## config.mk

```make
export PLATFORM = sky130hd
export DESIGN_NAME = qdiv_seq
export DESIGN_NICKNAME = d
export VERILOG_FILES = /design/src/rtl/qdiv_seq.sv
export SDC_FILE = /design/constraint.sdc
export NUM_CORES = 1
export LEC_CHECK = 0
export ABC_CLOCK_PERIOD_IN_PS = 15100
export CAP_MARGIN = 40
export CELL_PAD_IN_SITES_DETAIL_PLACEMENT = 1
export CELL_PAD_IN_SITES_GLOBAL_PLACEMENT = 1
export CORE_MARGIN = 3
export CORE_UTILIZATION = 47
export CTS_BUF_LIST = sky130_fd_sc_hd__clkbuf_8 sky130_fd_sc_hd__clkbuf_16
export DETAILED_ROUTE_END_ITERATION = 12
export PLACE_DENSITY = 0.88
export SLEW_MARGIN = 20
export SYNTH_ARGS = -nofsm -noshare
export SYNTH_HDL_FRONTEND = slang
export SYNTH_SLANG_ARGS = --single-unit
```

## constraint.sdc

```tcl
create_clock -name clk -period 15.1 [get_ports clk]
set_clock_uncertainty 0.1 [all_clocks]
set_input_delay 1.51 -clock clk [delete_from_list [all_inputs] [get_ports clk]]
set_output_delay 1.51 -clock clk [all_outputs]
set_load 0.1 [all_outputs]
```

## src/rtl/qdiv_seq.sv

```systemverilog
// qdiv_seq: sequential sign-magnitude fixed-point divider (restoring, one
// quotient bit per clock). Inverse of qmult; saturates on overflow or /0.
module qdiv_seq #(
  parameter int Q = 23,
  parameter int N = 32
) (
  input  logic         clk,
  input  logic         rst,
  input  logic         start,
  input  logic [N-1:0] a,
  input  logic [N-1:0] b,
  output logic         busy,
  output logic         done,
  output logic [N-1:0] quotient,
  output logic         ovf,
  output logic         dz
);

  localparam int ITER = N - 1 + Q;
  localparam int CW   = $clog2(ITER);

  typedef enum logic [1:0] {IDLE, RUN, DONE} state_t;

  state_t          state, nstate;
  logic [ITER-1:0] dvd, quo, quo_nx;
  logic [N-1:0]    rem, rem_sh, rem_nx;
  logic [N-2:0]    bmag, mag_nx;
  logic [CW-1:0]   cnt;
  logic            sign, ge, ovf_nx, done_d, bzero;

  assign busy  = (state != IDLE);
  assign bzero = (b[N-2:0] == '0);

  // One restoring step: shift in next dividend bit, trial-subtract |b|.
  // A set carry bit means the shifted remainder is certainly >= |b|.
  always_comb begin
    rem_sh = {rem[N-2:0], dvd[ITER-1]};
    ge     = rem[N-1] | (rem_sh >= {1'b0, bmag});
    rem_nx = ge ? (rem_sh - {1'b0, bmag}) : rem_sh;
    quo_nx = {quo[ITER-2:0], ge};
    ovf_nx = |quo_nx[ITER-1:N-1];
    mag_nx = ovf_nx ? '1 : quo_nx[N-2:0];
  end

  // Next-state and done pulse; DONE spends one quiet cycle then one done cycle.
  always_comb begin
    nstate = state;
    done_d = 1'b0;
    case (state)
      IDLE: if (start) nstate = bzero ? DONE : RUN;
      RUN:  if (cnt == '0) nstate = DONE;
      DONE: begin
        done_d = ~done;
        if (done) nstate = IDLE;
      end
      default: nstate = IDLE;
    endcase
  end

  // State register and done pulse.
  always_ff @(posedge clk or posedge rst) begin
    if (rst) begin
      state <= IDLE;
      done  <= 1'b0;
    end else begin
      state <= nstate;
      done  <= done_d;
    end
  end

  // Datapath: operand latch on accept, iteration in RUN, result on last step.
  always_ff @(posedge clk or posedge rst) begin
    if (rst) begin
      dvd      <= '0;
      quo      <= '0;
      rem      <= '0;
      bmag     <= '0;
      cnt      <= '0;
      sign     <= 1'b0;
      quotient <= '0;
      ovf      <= 1'b0;
      dz       <= 1'b0;
    end else begin
      case (state)
        IDLE: if (start) begin
          dvd  <= {a[N-2:0], {Q{1'b0}}};
          bmag <= b[N-2:0];
          sign <= a[N-1] ^ b[N-1];
          rem  <= '0;
          quo  <= '0;
          cnt  <= CW'(ITER - 1);
          ovf  <= 1'b0;
          dz   <= bzero;
          // Saturated magnitude is never zero, so the sign is kept.
          if (bzero) quotient <= {a[N-1] ^ b[N-1], {(N-1){1'b1}}};
        end
        RUN: begin
          dvd <= {dvd[ITER-2:0], 1'b0};
          rem <= rem_nx;
          quo <= quo_nx;
          cnt <= cnt - 1'b1;
          if (cnt == '0) begin
            quotient <= {sign & (|mag_nx), mag_nx};
            ovf      <= ovf_nx;
          end
        end
        default: ;
      endcase
    end
  end

endmodule

```

* After elaboration in Yosys (flattened, before gate mapping)
Index checks and enable logic that the tools add are counted.
** Word-level totals
- Flip-flop bits (word level) :: 214
- Output and inout bits :: 36
- Word-level logic and storage cells :: 59
** Cells by class
- Add/sub/neg operators :: 2
- $lt $le $gt $ge :: 1
- Equal/unequal tests :: 6
- Multiplexer cells :: 23
- Bitwise gates (word level) :: 4
- Reduce and logical (&&, ||, !) cells :: 12
** Operators with widths (count)
- $mux W32 :: 5
- $pmux W32 S2 :: 2
- $pmux W54 S2 :: 1
- $pmux W53 S2 :: 1
- $mux W54 :: 1
- $mux W53 :: 1
- $ge A32 B31 Y1 :: 1
- $sub A32 B31 Y32 :: 1
- $logic_not A31 Y1 :: 1
- $mux W31 :: 1
- $reduce_or A31 Y1 :: 1
- $reduce_or A23 Y1 :: 1
- $pmux W6 S2 :: 1
- $mux W2 :: 4
- $ne A2 B2 Y1 const B :: 4
- $logic_not A6 Y1 :: 1
- $mux W6 :: 1
- $pmux W2 S3 :: 1
- $reduce_and A3 Y1 :: 2
- $sub A6 B1 Y6 const B :: 1
- $reduce_and A2 Y1 :: 2
- $reduce_and A4 Y1 :: 1
- $reduce_bool A2 Y1 :: 2
- $mux W1 :: 3
- 8 further kinds :: 8

* Longest topological paths before layout
Gate-level depths: netlist (run 1).
- Depth after elaboration :: 7
- Gate-level depth with buffers :: 14
- Gate-level depth less buffers :: 12

* Worst setup path after synthesis (run 1)
Ideal clock, no wire load.
- Path kind :: input-to-reg
- From :: in b[8]
- To :: reg quotient[25]
- Setup time :: 78 ps
- Arrival time :: 2934 ps
- Setup slack :: 11988 ps
- Cell stages on the path :: 9
- Path through :: nor4_1 -> nand4_1 -> nor2_1 -> a21oi_1 -> nor2b_1 -> clkbuf_1 -> buf_1 -> nor2_1 -> a21oi_1
** Between the ends
- Cells in the longest elaborated chain, start to end :: 3
** Ends and longest elaborated chain
- start: declaration :: line 11 : input logic [N-1:0] b,
- $logic_not A31 Y1 :: line 32 : assign bzero = (b[N-2:0] == '0);
- $ne A2 B2 Y1 (no source line)
- $reduce_and A4 Y1 (no source line)
- end signal: assignment :: line 95 : if (bzero) quotient <= {a[N-1] ^ b[N-1], {(N-1){1'b1}}};
- end signal: assignment :: line 103 : quotient <= {sign & (|mag_nx), mag_nx};
- end: declaration :: line 14 : output logic [N-1:0] quotient,
No other way between the ends.
A chain may end at the register's enable or synchronous reset.

* Final worst setup path (run 1)
- From :: in b[3]
- To :: reg quotient[31]
Same word-level chain as after synthesis.

==> metrics.txt, run 1 <==
slew margin rel. 43.1%; H-tree depth 4; final setup vio count 0; GR Util All Layers between 20% and 30%; Non-Filler Instances between 1k and 1.5k; clock buffer depth 2; cell area power density 83.2 nW/um^2; Async S/R FF share, synth 100%; largest net degree at the start of global routing between 90 and 100; n_diodes 0; max_cap viols 0; I/O pin count slightly above 100; met1 usage about a third; Placer Congestion about 0.86; Final HPWL DP 20300 um; status finished clean; CTS Sinks between 150 and 200; critical path type in2reg; Vias approximately 8.6k; Chip Height around 150 um; Final Hold Fails 0; Port Buffers ~100; initial antenna violation count 0; Fin Setup TNS 0 ps; Peak VDD IR slightly below 0.08 mV; drt pass-1 iters 9; cts hold-fix bufs 0; largest area contributor in the netlist dfrtp_1; top cells by area, synth dfrtp_1 (50%), nand2_1 (9.9%), o21ai_0 (6.9%), ha_1 (4.3%), nor2_1 (2.6%); Cell variety after synth 52; sequential share of the synthesized area 49.8%; Post-synth EDFFs 0; grt ovf 0; via/cell ratio roughly 6; HP Class reg2reg; Clock Pin Slew Worst Setup and Hold Paths roughly 80 ps; setup repair bufs after CTS 0; prevailing post-synth register cell dfrtp_1; DRT antenna net count 0; Die Area roughly 22000 sq um; Max Slew Vio Count 0; Post-Syn Area per Cell about 8.9 sq um; total wire length approximately 30000 um; DRC 0; area delta synth->final 25.1%; number of DRC markers in iteration 0 between 300 and 400; GRT busiest layer met2; Core ar. 19800 sq um; placed cell count around 1.4k; Clock Latency Late Sink 450 ps; syn nets 1185; Die W between 100 and 150 um; GR Layer Usage met3 a little under 5%; quantity of gates resized following cts 0; met2 usage slightly below 50%; required time of the worst setup path 15340 ps; Mapped Cells ~1.1k; Yosys top cell area share around 50%; fmax about 0.25 GHz; worst hold margin between 300 and 400 ps; nets@finish approximately 1.3k; crit path capture type register; Starting Density about half; global-route wire length before repair a little under 50000 um; FP Rows 51; layout cells sized above 1 7.67%; Setup crit start kind input port; largest fanout on the critical path 37; Arr. time, crit path roughly 4300 ps; crit path time final about 4000 ps; leakage 0.00532 uW; RSZ-0062 raised after global routing false; DR WL/cell between 20 and 25 um; CTS root buffer clkbuf_16; Slew @ Worst Pin roughly 850 ps; CTS tree yes; Final period util 27.0%; Ys Warns 0; top cells by count, synth nand2_1 (254), dfrtp_1 (191), o21ai_0 (132); top-count cell post-synth nand2_1; Syn Std Cell Area roughly 9600 sq um; Final Util between 60% and 70%; vias in the first global route slightly above 9k; number of synthesized register bits about 190; Num CTS Buffers 17
[placed cells by master (no fill, tap or decap), types with 14 or more instances in the layout]
| cell type | Yosys | layout |
|---|---|---|
| o22a_1 | 28 | 28 |
| clkbuf_16 | 0 | 17 |
| xnor2_1 | 17 | 17 |
| nand3_1 | 18 | 18 |
| dfrtp_1 | 191 | 191 |
| nor2_1 | 67 | 67 |
| clkdlybuf4s50_1 | 0 | 102 |
| nand2_1 | 254 | 254 |
| o21ai_0 | 132 | 132 |
| ha_1 | 33 | 33 |
| buf_8 | 0 | 34 |
| mux2i_1 | 18 | 18 |
| a31oi_1 | 34 | 34 |
| nor4_1 | 25 | 25 |
| inv_1 | 41 | 40 |
| a21oi_1 | 39 | 39 |
| xor2_1 | 14 | 14 |
[cell type report]
class / instances / area [sq um]
Timing Repair Buffer: 148 / 1700
Multi-Input combinational cell: 788 / 4450
Tap cell: 265 / 332
Sequential cell: 191 / 4780
Clock inverter: 15 / 168
Inverter: 41 / 161
Clock buffer: 17 / 425
Fill cell: 2220 / 7770
[cells by family (layout without fill, tap and decap cells)]
kind of cell / count (synthesis) / in the layout / share of synthesized area, %
AND/OR/NAND/NOR: 422 / 422 / 18.9
AO/OA/AOI/OAI: 282 / 282 / 17.8
flip-flops: 191 / 191 / 49.8
buffers and inverters: 105 / 221 / 4.22
adder cells (fa/ha/maj): 34 / 34 / 4.51
XOR/XNOR: 31 / 31 / 2.83
multiplexers: 19 / 19 / 1.99
[registers in the layout, summed over array words and instances (netlist names)]
register	count
quo	53
rem	32
sign	1
dvd	31
quotient	32
done	1
dz	1
cnt	6
ovf	1
bmag	31
state	2
[final timing paths]
kind | depth (start not counted) | endpoint | startpoint | slack, ps
worst max-delay path | 10 | quotient[31]$_DFFE_PP0P_ | b[3] | 11030
worst min-delay path | 1 | done$_DFF_PP0_ | done$_DFF_PP0_ | 360
worst max register to register | 13 | quotient[31]$_DFFE_PP0P_ | dvd[53]$_DFFE_PP0P_ | 11490
worst min register to register | 1 | done$_DFF_PP0_ | done$_DFF_PP0_ | 360
max in group asynchronous | 4 | quo[18]$_DFFE_PP0P_ | rst | 12000
min in group asynchronous | 2 | quotient[13]$_DFFE_PP0P_ | rst | 1330
[power by group]
group | switching, uW | leakage [uW] | total (uW) | internal (uW)
Sequential | 0 | 0.00234 | 511 | 511
Clock | 233 | 0.000286 | 456 | 223
Combinational | 15.5 | 0.00269 | 32.0 | 16.6
Total | 249 | 0.00532 | 999 | 751
[per-layer routing]
layer / up-vias / wire length (um)
met4: 0 / 1120
met5: - / 0
met3: 83 / 1330
met2: 231 / 15300
li1: 3939 / -
met1: 4337 / 12500
[stage by stage]
stage	power, uW	area (sq um)	worst slack, ps
2_1_floorplan	530	9610	8290
3_3_place_gp	552	10800	10730
3_5_place_dp	554	11400	10580
4_1_cts	1000	12000	11020
5_1_grt	1030	12000	10940
6_report	999	12000	11030
[worst max-delay path: stages]
cell and delay, ps:
clkdlybuf4s50_1 440, nor4_1 490, nand4_1 320, nor2_1 430
a21oi_1 150, nor2b_2 130, buf_4 380, o21ai_0 160
a31oi_1 200, nor2_1 90
No activity file was read; power rests on OpenSTA's default activity.
==> inputs of run 2 (changes only) <==
--- a/config.mk
+++ b/config.mk
@@ -5,15 +5,15 @@
 export SDC_FILE = /design/constraint.sdc
 export NUM_CORES = 1
 export LEC_CHECK = 0
-export ABC_CLOCK_PERIOD_IN_PS = 15100
+export ABC_CLOCK_PERIOD_IN_PS = 3700
 export CAP_MARGIN = 40
 export CELL_PAD_IN_SITES_DETAIL_PLACEMENT = 1
 export CELL_PAD_IN_SITES_GLOBAL_PLACEMENT = 1
 export CORE_MARGIN = 3
-export CORE_UTILIZATION = 47
+export CORE_UTILIZATION = 39
 export CTS_BUF_LIST = sky130_fd_sc_hd__clkbuf_8 sky130_fd_sc_hd__clkbuf_16
 export DETAILED_ROUTE_END_ITERATION = 12
-export PLACE_DENSITY = 0.88
+export PLACE_DENSITY = 0.78
 export SLEW_MARGIN = 20
 export SYNTH_ARGS = -nofsm -noshare
 export SYNTH_HDL_FRONTEND = slang
==> constraint.sdc (replaced) <==
create_clock -name clk -period 3.7 [get_ports clk]
set_clock_uncertainty 0.1 [all_clocks]
set_input_delay 0.37 -clock clk [delete_from_list [all_inputs] [get_ports clk]]
set_output_delay 0.37 -clock clk [all_outputs]
set_load 0.1 [all_outputs]
==> run 2 against run 1 <==
Design area increased by 1.2%; global-route usage decreased by 6.4 points; non-clock buffer count increased by 10; clock power increased to 4.0 times the previous value; total power increased to 4.0 times the previous value.
==> metrics.txt, run 2 (synthesis gave the netlist of run 1 again) <==
via/cell ratio 5.53 (-5.7%); H-tree depth 4 (unchanged); total wire length 28200 um (-7.0%); Top delay family on crit path compound AO/OA/AOI/OAI gates; grt ovf 0 (unchanged); Clock Latency Late Sink 440 ps (about the same); drt pass-1 iters 5 (-4); nets@finish 1298 (+0.78%); required time of the worst setup path 3920 ps (-11420 ps); DP Area 11600 sq um (+1.2%); final setup vio count 0 (unchanged); crit path capture type register; Fin Setup TNS 0 ps (unchanged); Final Hold Fails 0 (unchanged); Core ar. 23800 sq um (+20%); GR Util All Layers 21.6% (-6.4 points); Final HPWL DP 19900 um (-1.6%); CP dominant cell by count a21oi_4; CP Cell Sequence ha_1, and2_1, o21ai_1, nand3_1, o31a_1, a21oi_4, a21oi_4, buf_4, or4_1, a31oi_1, nor2_1; cts hold-fix bufs 0 (unchanged); Most flops, register quo; n_diodes 0 (unchanged); Clock power frac 45.0% (-0.7 points); Clock Pin Slew Worst Setup and Hold Paths 80 ps (about the same); commonest non-fill, non-tap cell in the layout nand2_1; Fillers 2734 (+23%); CTS Sinks 191 (unchanged); dpl ws 536 ps (-10050 ps); RSZ-0062 raised after global routing false; Final period util about nine tenths; fmax around 0.31 GHz; most frequent cells in the layout nand2_1 (254), dfrtp_1 (191), o21ai_0 (132); clock buffer depth 2 (unchanged); sequential cell area 4780 sq um (unchanged); worst-case reg-to-reg path depth 11 (-2); Placer Congestion 0.837 (-2.4%); setup slack, reg-to-reg 440 ps (-11050 ps); initial antenna violation count 1 (+1); Peak VDD IR 0.202 mV (+160%); vias in the first global route 8740 (-6.5%); area delta synth->final 26.7%; DRC 0 (unchanged); I/O pin count 103 (unchanged); Worst R2R Start rem[3]$_DFFE_PP0P_; Flop pwr share 51.6% (+0.5 points); setup repair bufs after CTS 0 (unchanged); Chip Height 163 um (+9.4%); Vias 8456 (-1.6%); FP Rows 56 (+9.8%); critical path type reg2reg; Port Buffers 102 (unchanged); HP Class in2async; Worst Path Buf+Inv 1 (-1); Setup crit start kind register; largest fanout on the critical path 27 (-27%); cell area power density 332 nW/um^2 (+300%); number of DRC markers in iteration 0 513 (+32%); CTS root buffer clkbuf_16; DR WL/cell 18.4 um (-11%); max FFs per register 53 (unchanged); leakage 0.00536 uW (+0.79%); global-route wire length before repair 46200 um (-6.7%); CP peak stage delay 530 ps (+40 ps); reg-to-reg critical path endpoint quotient[31]$_DFFE_PP0P_; Num CTS Buffers 17 (unchanged); crit path time final ~3300 ps; Die W 163 um (+9.4%); Starting Density 40.3% (-8.2 points); slowest CP cell or4_1; cell-internal power 3080 uW (+310%); Die Area 26500 sq um (+20%); status finished clean; Max Slew Vio Count 0 (unchanged); PnR worst setup slack 444 ps (-10580 ps); multi-input logic area 4450 sq um (unchanged); Switch Pwr 958 uW (+290%); slew margin rel. 60.2% (+17 points); DRT antenna net count 0 (unchanged); Largest regs quo: 53 flops, quotient: 32 flops, rem: 32 flops; Crit path depth 11 (+1); Slew @ Worst Pin 595 ps (-259 ps); Arr. time, crit path 3470 ps (-840 ps); largest net degree at the start of global routing 92 (-7.1%); combinational power share 3.4% (+0.2 points); Net Sw Frac 23.7% (-1.2 points); fin area 12200 sq um (+1.2%); CP Launch Point rem[3]$_DFFE_PP0P_; crit path capture quotient[31]$_DFFE_PP0P_; quantity of gates resized following cts 0 (unchanged); Final Util 51.1% (-9.7 points); layout cells sized above 1 8.43% (+0.76 points); max_cap viols 0 (unchanged); CTS tree yes
run 2: cell type report:
type / instances / share of cell area, %
sequential: 191 / 39.3
tap: 319 / 3.28
multi-input combinational: 788 / 36.6
clock buffer: 19 / 3.72
clock inverter: 13 / 0.998
timing repair buffer: 158 / 14.9
inverter: 41 / 1.30
run 2: layer usage:
layer	up-vias	global-route usage (%)	wire length [um]
met3	53	3.94	1000
met5	-	0	8
met4	2	7.34	713
met2	166	35.9	13700
li1	3954	-	-
met1	4281	28.6	12700
run 2: how the worst min path moves through the flow:
| stage | startpoint | endpoint | slack (ps) |
|---|---|---|---|
| 2_1_floorplan | sign$_DFFE_PP0P_ | sign$_DFFE_PP0P_ | 350 |
| 3_3_place_gp | done$_DFF_PP0_ | done$_DFF_PP0_ | 340 |
| 3_5_place_dp | done$_DFF_PP0_ | done$_DFF_PP0_ | 340 |
| 4_1_cts | rst | quotient[10]$_DFFE_PP0P_ | 130 |
| 5_1_grt | rst | quotient[12]$_DFFE_PP0P_ | 150 |
| 6_report | rst | quotient[6]$_DFFE_PP0P_ | 130 |
run 2: worst reg2reg max path, delay by kind of cell (launching register included):
family                   cells  cell delay, ps
AND/OR/NAND/NOR              4             970
buffers and inverters        1             260
flip-flops                   1             410
adder cells (fa/ha/maj)      1             410
AO/OA/AOI/OAI                5             990
run 2: through the flow:
step / instances / hold WS [ps] / power (uW)
CTS: 1528 / 125 / 4070
detailed placement: 1496 / 337 / 2270
global route: 1529 / 152 / 4180
finish: 1529 / 126 / 4040
floorplan: 1084 / 350 / 2160
global placement: 1459 / 339 / 2260
run 2: power by group through the flow:
stage                     combinational (uW)  clock (uW)  sequential (uW)
final                                    137        1820             2090
after global placement                   137           0             2130
after CTS                                141        1840             2090
after detailed placement                 140           0             2130
after global routing                     151        1950             2090
after floorplan                         34.0           0             2130
==> inputs of run 3 (changes only) <==
--- a/config.mk
+++ b/config.mk
@@ -13,6 +13,7 @@
 export CORE_UTILIZATION = 39
 export CTS_BUF_LIST = sky130_fd_sc_hd__clkbuf_8 sky130_fd_sc_hd__clkbuf_16
 export DETAILED_ROUTE_END_ITERATION = 12
+export MAX_ROUTING_LAYER = met4
 export PLACE_DENSITY = 0.78
 export SLEW_MARGIN = 20
 export SYNTH_ARGS = -nofsm -noshare
==> run 3 against run 2 <==
Flip-flop and latch count did not move; clock power barely moved; sequential power barely moved; fmax rose by 0.33%; routed wire length fell by 0.26%; critical path type unchanged.
==> metrics.txt, run 3 (synthesis gave the netlist of run 1 again) <==
status finished clean; nets@finish 1298 (unchanged); commonest non-fill, non-tap cell in the layout nand2_1; GR Util All Layers 22.3% (+0.63 points); area delta synth->final 26.7% (about the same); DRT antenna net count 0 (unchanged); drt pass-1 iters 4 (-1); Max Slew Vio Count 0 (unchanged); crit path capture type register; global-route wire length before repair 46200 um (about the same); via/cell ratio 5.48 (-0.98%); quantity of gates resized following cts 0 (unchanged); largest fanout on the critical path 27 (unchanged); Setup crit start kind register; grt ovf 0 (unchanged); setup repair bufs after CTS 0 (unchanged); Arr. time, crit path 3460 ps (about the same); Largest regs quo: 53 flops, quotient: 32 flops, rem: 32 flops; Clock Latency Late Sink 440 ps (about the same); Peak VDD IR 0.203 mV (about the same); cell-internal power 3080 uW (about the same); Clock Pin Slew Worst Setup and Hold Paths 80 ps (about the same); Slew @ Worst Pin 609 ps (+14.0 ps); HP Class in2async; total wire length 28100 um (-0.26%); DRC 0 (unchanged); clock buffer depth 2 (unchanged); largest net degree at the start of global routing 92 (unchanged); fin area 12200 sq um (about the same); CTS tree yes; Die Area 26500 sq um (unchanged); Non-Filler Instances 1530 (+0.065%); RSZ-0062 raised after global routing false; Placer Congestion 0.853 (+1.9%); CTS root buffer clkbuf_16; cts hold-fix bufs 0 (unchanged); setup slack, reg-to-reg 450 ps (about the same); most frequent cells in the layout nand2_1 (254), dfrtp_1 (191), o21ai_0 (132); FP Rows 56 (unchanged); Final period util 87.7% (-0.29 points); DP Area 11600 sq um (unchanged); layout cells sized above 1 8.43% (unchanged); Fillers 2735 (+0.037%); DR WL/cell 18.4 um (-0.32%); Chip Height 163 um (unchanged); Flop pwr share 51.7% (about the same); number of DRC markers in iteration 0 506 (-1.4%); Core ar. 23800 sq um (unchanged); fmax 0.308 GHz (+0.33%); leakage 0.00536 uW (unchanged); combinational power share 3.4% (about the same); cell area power density 332 nW/um^2 (-0.19%); critical path type reg2reg; crit path time final 3250 ps (-10.9 ps); Fin Setup TNS 0 ps (unchanged); Num CTS Buffers 17 (unchanged); I/O pin count 103 (unchanged); H-tree depth 4 (unchanged); initial antenna violation count 1 (unchanged); final setup vio count 0 (unchanged); max_cap viols 0 (unchanged); slew margin rel. 59.3% (-0.94 points); Switch Pwr 951 uW (-0.74%); required time of the worst setup path 3920 ps (about the same); vias in the first global route 8748 (+0.092%); placed cell count 1496 (unchanged); Final Hold Fails 0 (unchanged); Most flops, register quo; Starting Density 40.3% (unchanged); Die W 163 um (unchanged); Port Buffers 102 (unchanged); Clock power frac 44.9% (about the same); Net Sw Frac 23.6% (-0.14 points); Final HPWL DP 19900 um (unchanged); max FFs per register 53 (unchanged); total chip power 4030 uW (-0.17%); CTS Sinks 191 (unchanged); Vias 8379 (-0.91%)
run 3: cell type report:
| cell class | instances | area, sq um | share of cell area, % |
|---|---|---|---|
| Antenna cell | 1 | 2.50 | 0.0206 |
| Sequential cell | 191 | 4780 | 39.3 |
| Clock buffer | 19 | 453 | 3.72 |
| Clock inverter | 13 | 121 | 0.997 |
| Multi-Input combinational cell | 788 | 4450 | 36.6 |
| Inverter | 41 | 158 | 1.30 |
| Timing Repair Buffer | 158 | 1810 | 14.8 |
| Tap cell | 319 | 399 | 3.28 |
run 3: power by group through the flow:
stage                     Clock, uW  Sequential, uW  Combinational (uW)
after floorplan                   0            2130                34.0
after global placement            0            2130                 137
after detailed placement          0            2130                 140
after CTS                      1840            2090                 141
after global routing           1950            2090                 151
final                          1810            2090                 136
run 3: path summary, 6_finish.rpt:
| check | start | to | cells after the start |
|---|---|---|---|
| max | dvd[53]$_DFFE_PP0P_ | quotient[31]$_DFFE_PP0P_ | 13 |
| max reg2reg | dvd[53]$_DFFE_PP0P_ | quotient[31]$_DFFE_PP0P_ | 13 |
| min reg2reg | done$_DFF_PP0_ | done$_DFF_PP0_ | 1 |
| min in group clk | done$_DFF_PP0_ | done$_DFF_PP0_ | 1 |
| min | rst | quotient[6]$_DFFE_PP0P_ | 2 |
| max in group asynchronous | rst | dvd[37]$_DFFE_PP0P_ | 4 |
run 3: worst max-delay path: stages (launching register included):
cell and delay (ps):
dfrtp_1 390, inv_1 60, ha_1 180, fa_1 230, nor2b_1 90, o2111ai_1 180, nand3_1 170, o31a_1 380
a21oi_4 230, a21oi_4 80, buf_4 260, or4_1 530, a31oi_1 180, nor2_1 70
run 3: metal layers:
layer / vias to the layer above / routed length (um) / track usage (%)
met5: - / 0 / -
met4: 0 / 478 / 7.34
met3: 35 / 949 / 3.92
met2: 148 / 14000 / 35.9
met1: 4238 / 12700 / 28.6
li1: 3958 / - / -
run 3: stage by stage:
step | hold WS [ps] | setup slack (ps) | utilization [%]
finish | 131 | 454 | 51.1
global route | 152 | 189 | 51.1
CTS | 125 | 458 | 51.0
detailed placement | 337 | 536 | 48.5
global placement | 339 | 634 | 46.1
floorplan | 350 | 768 | -
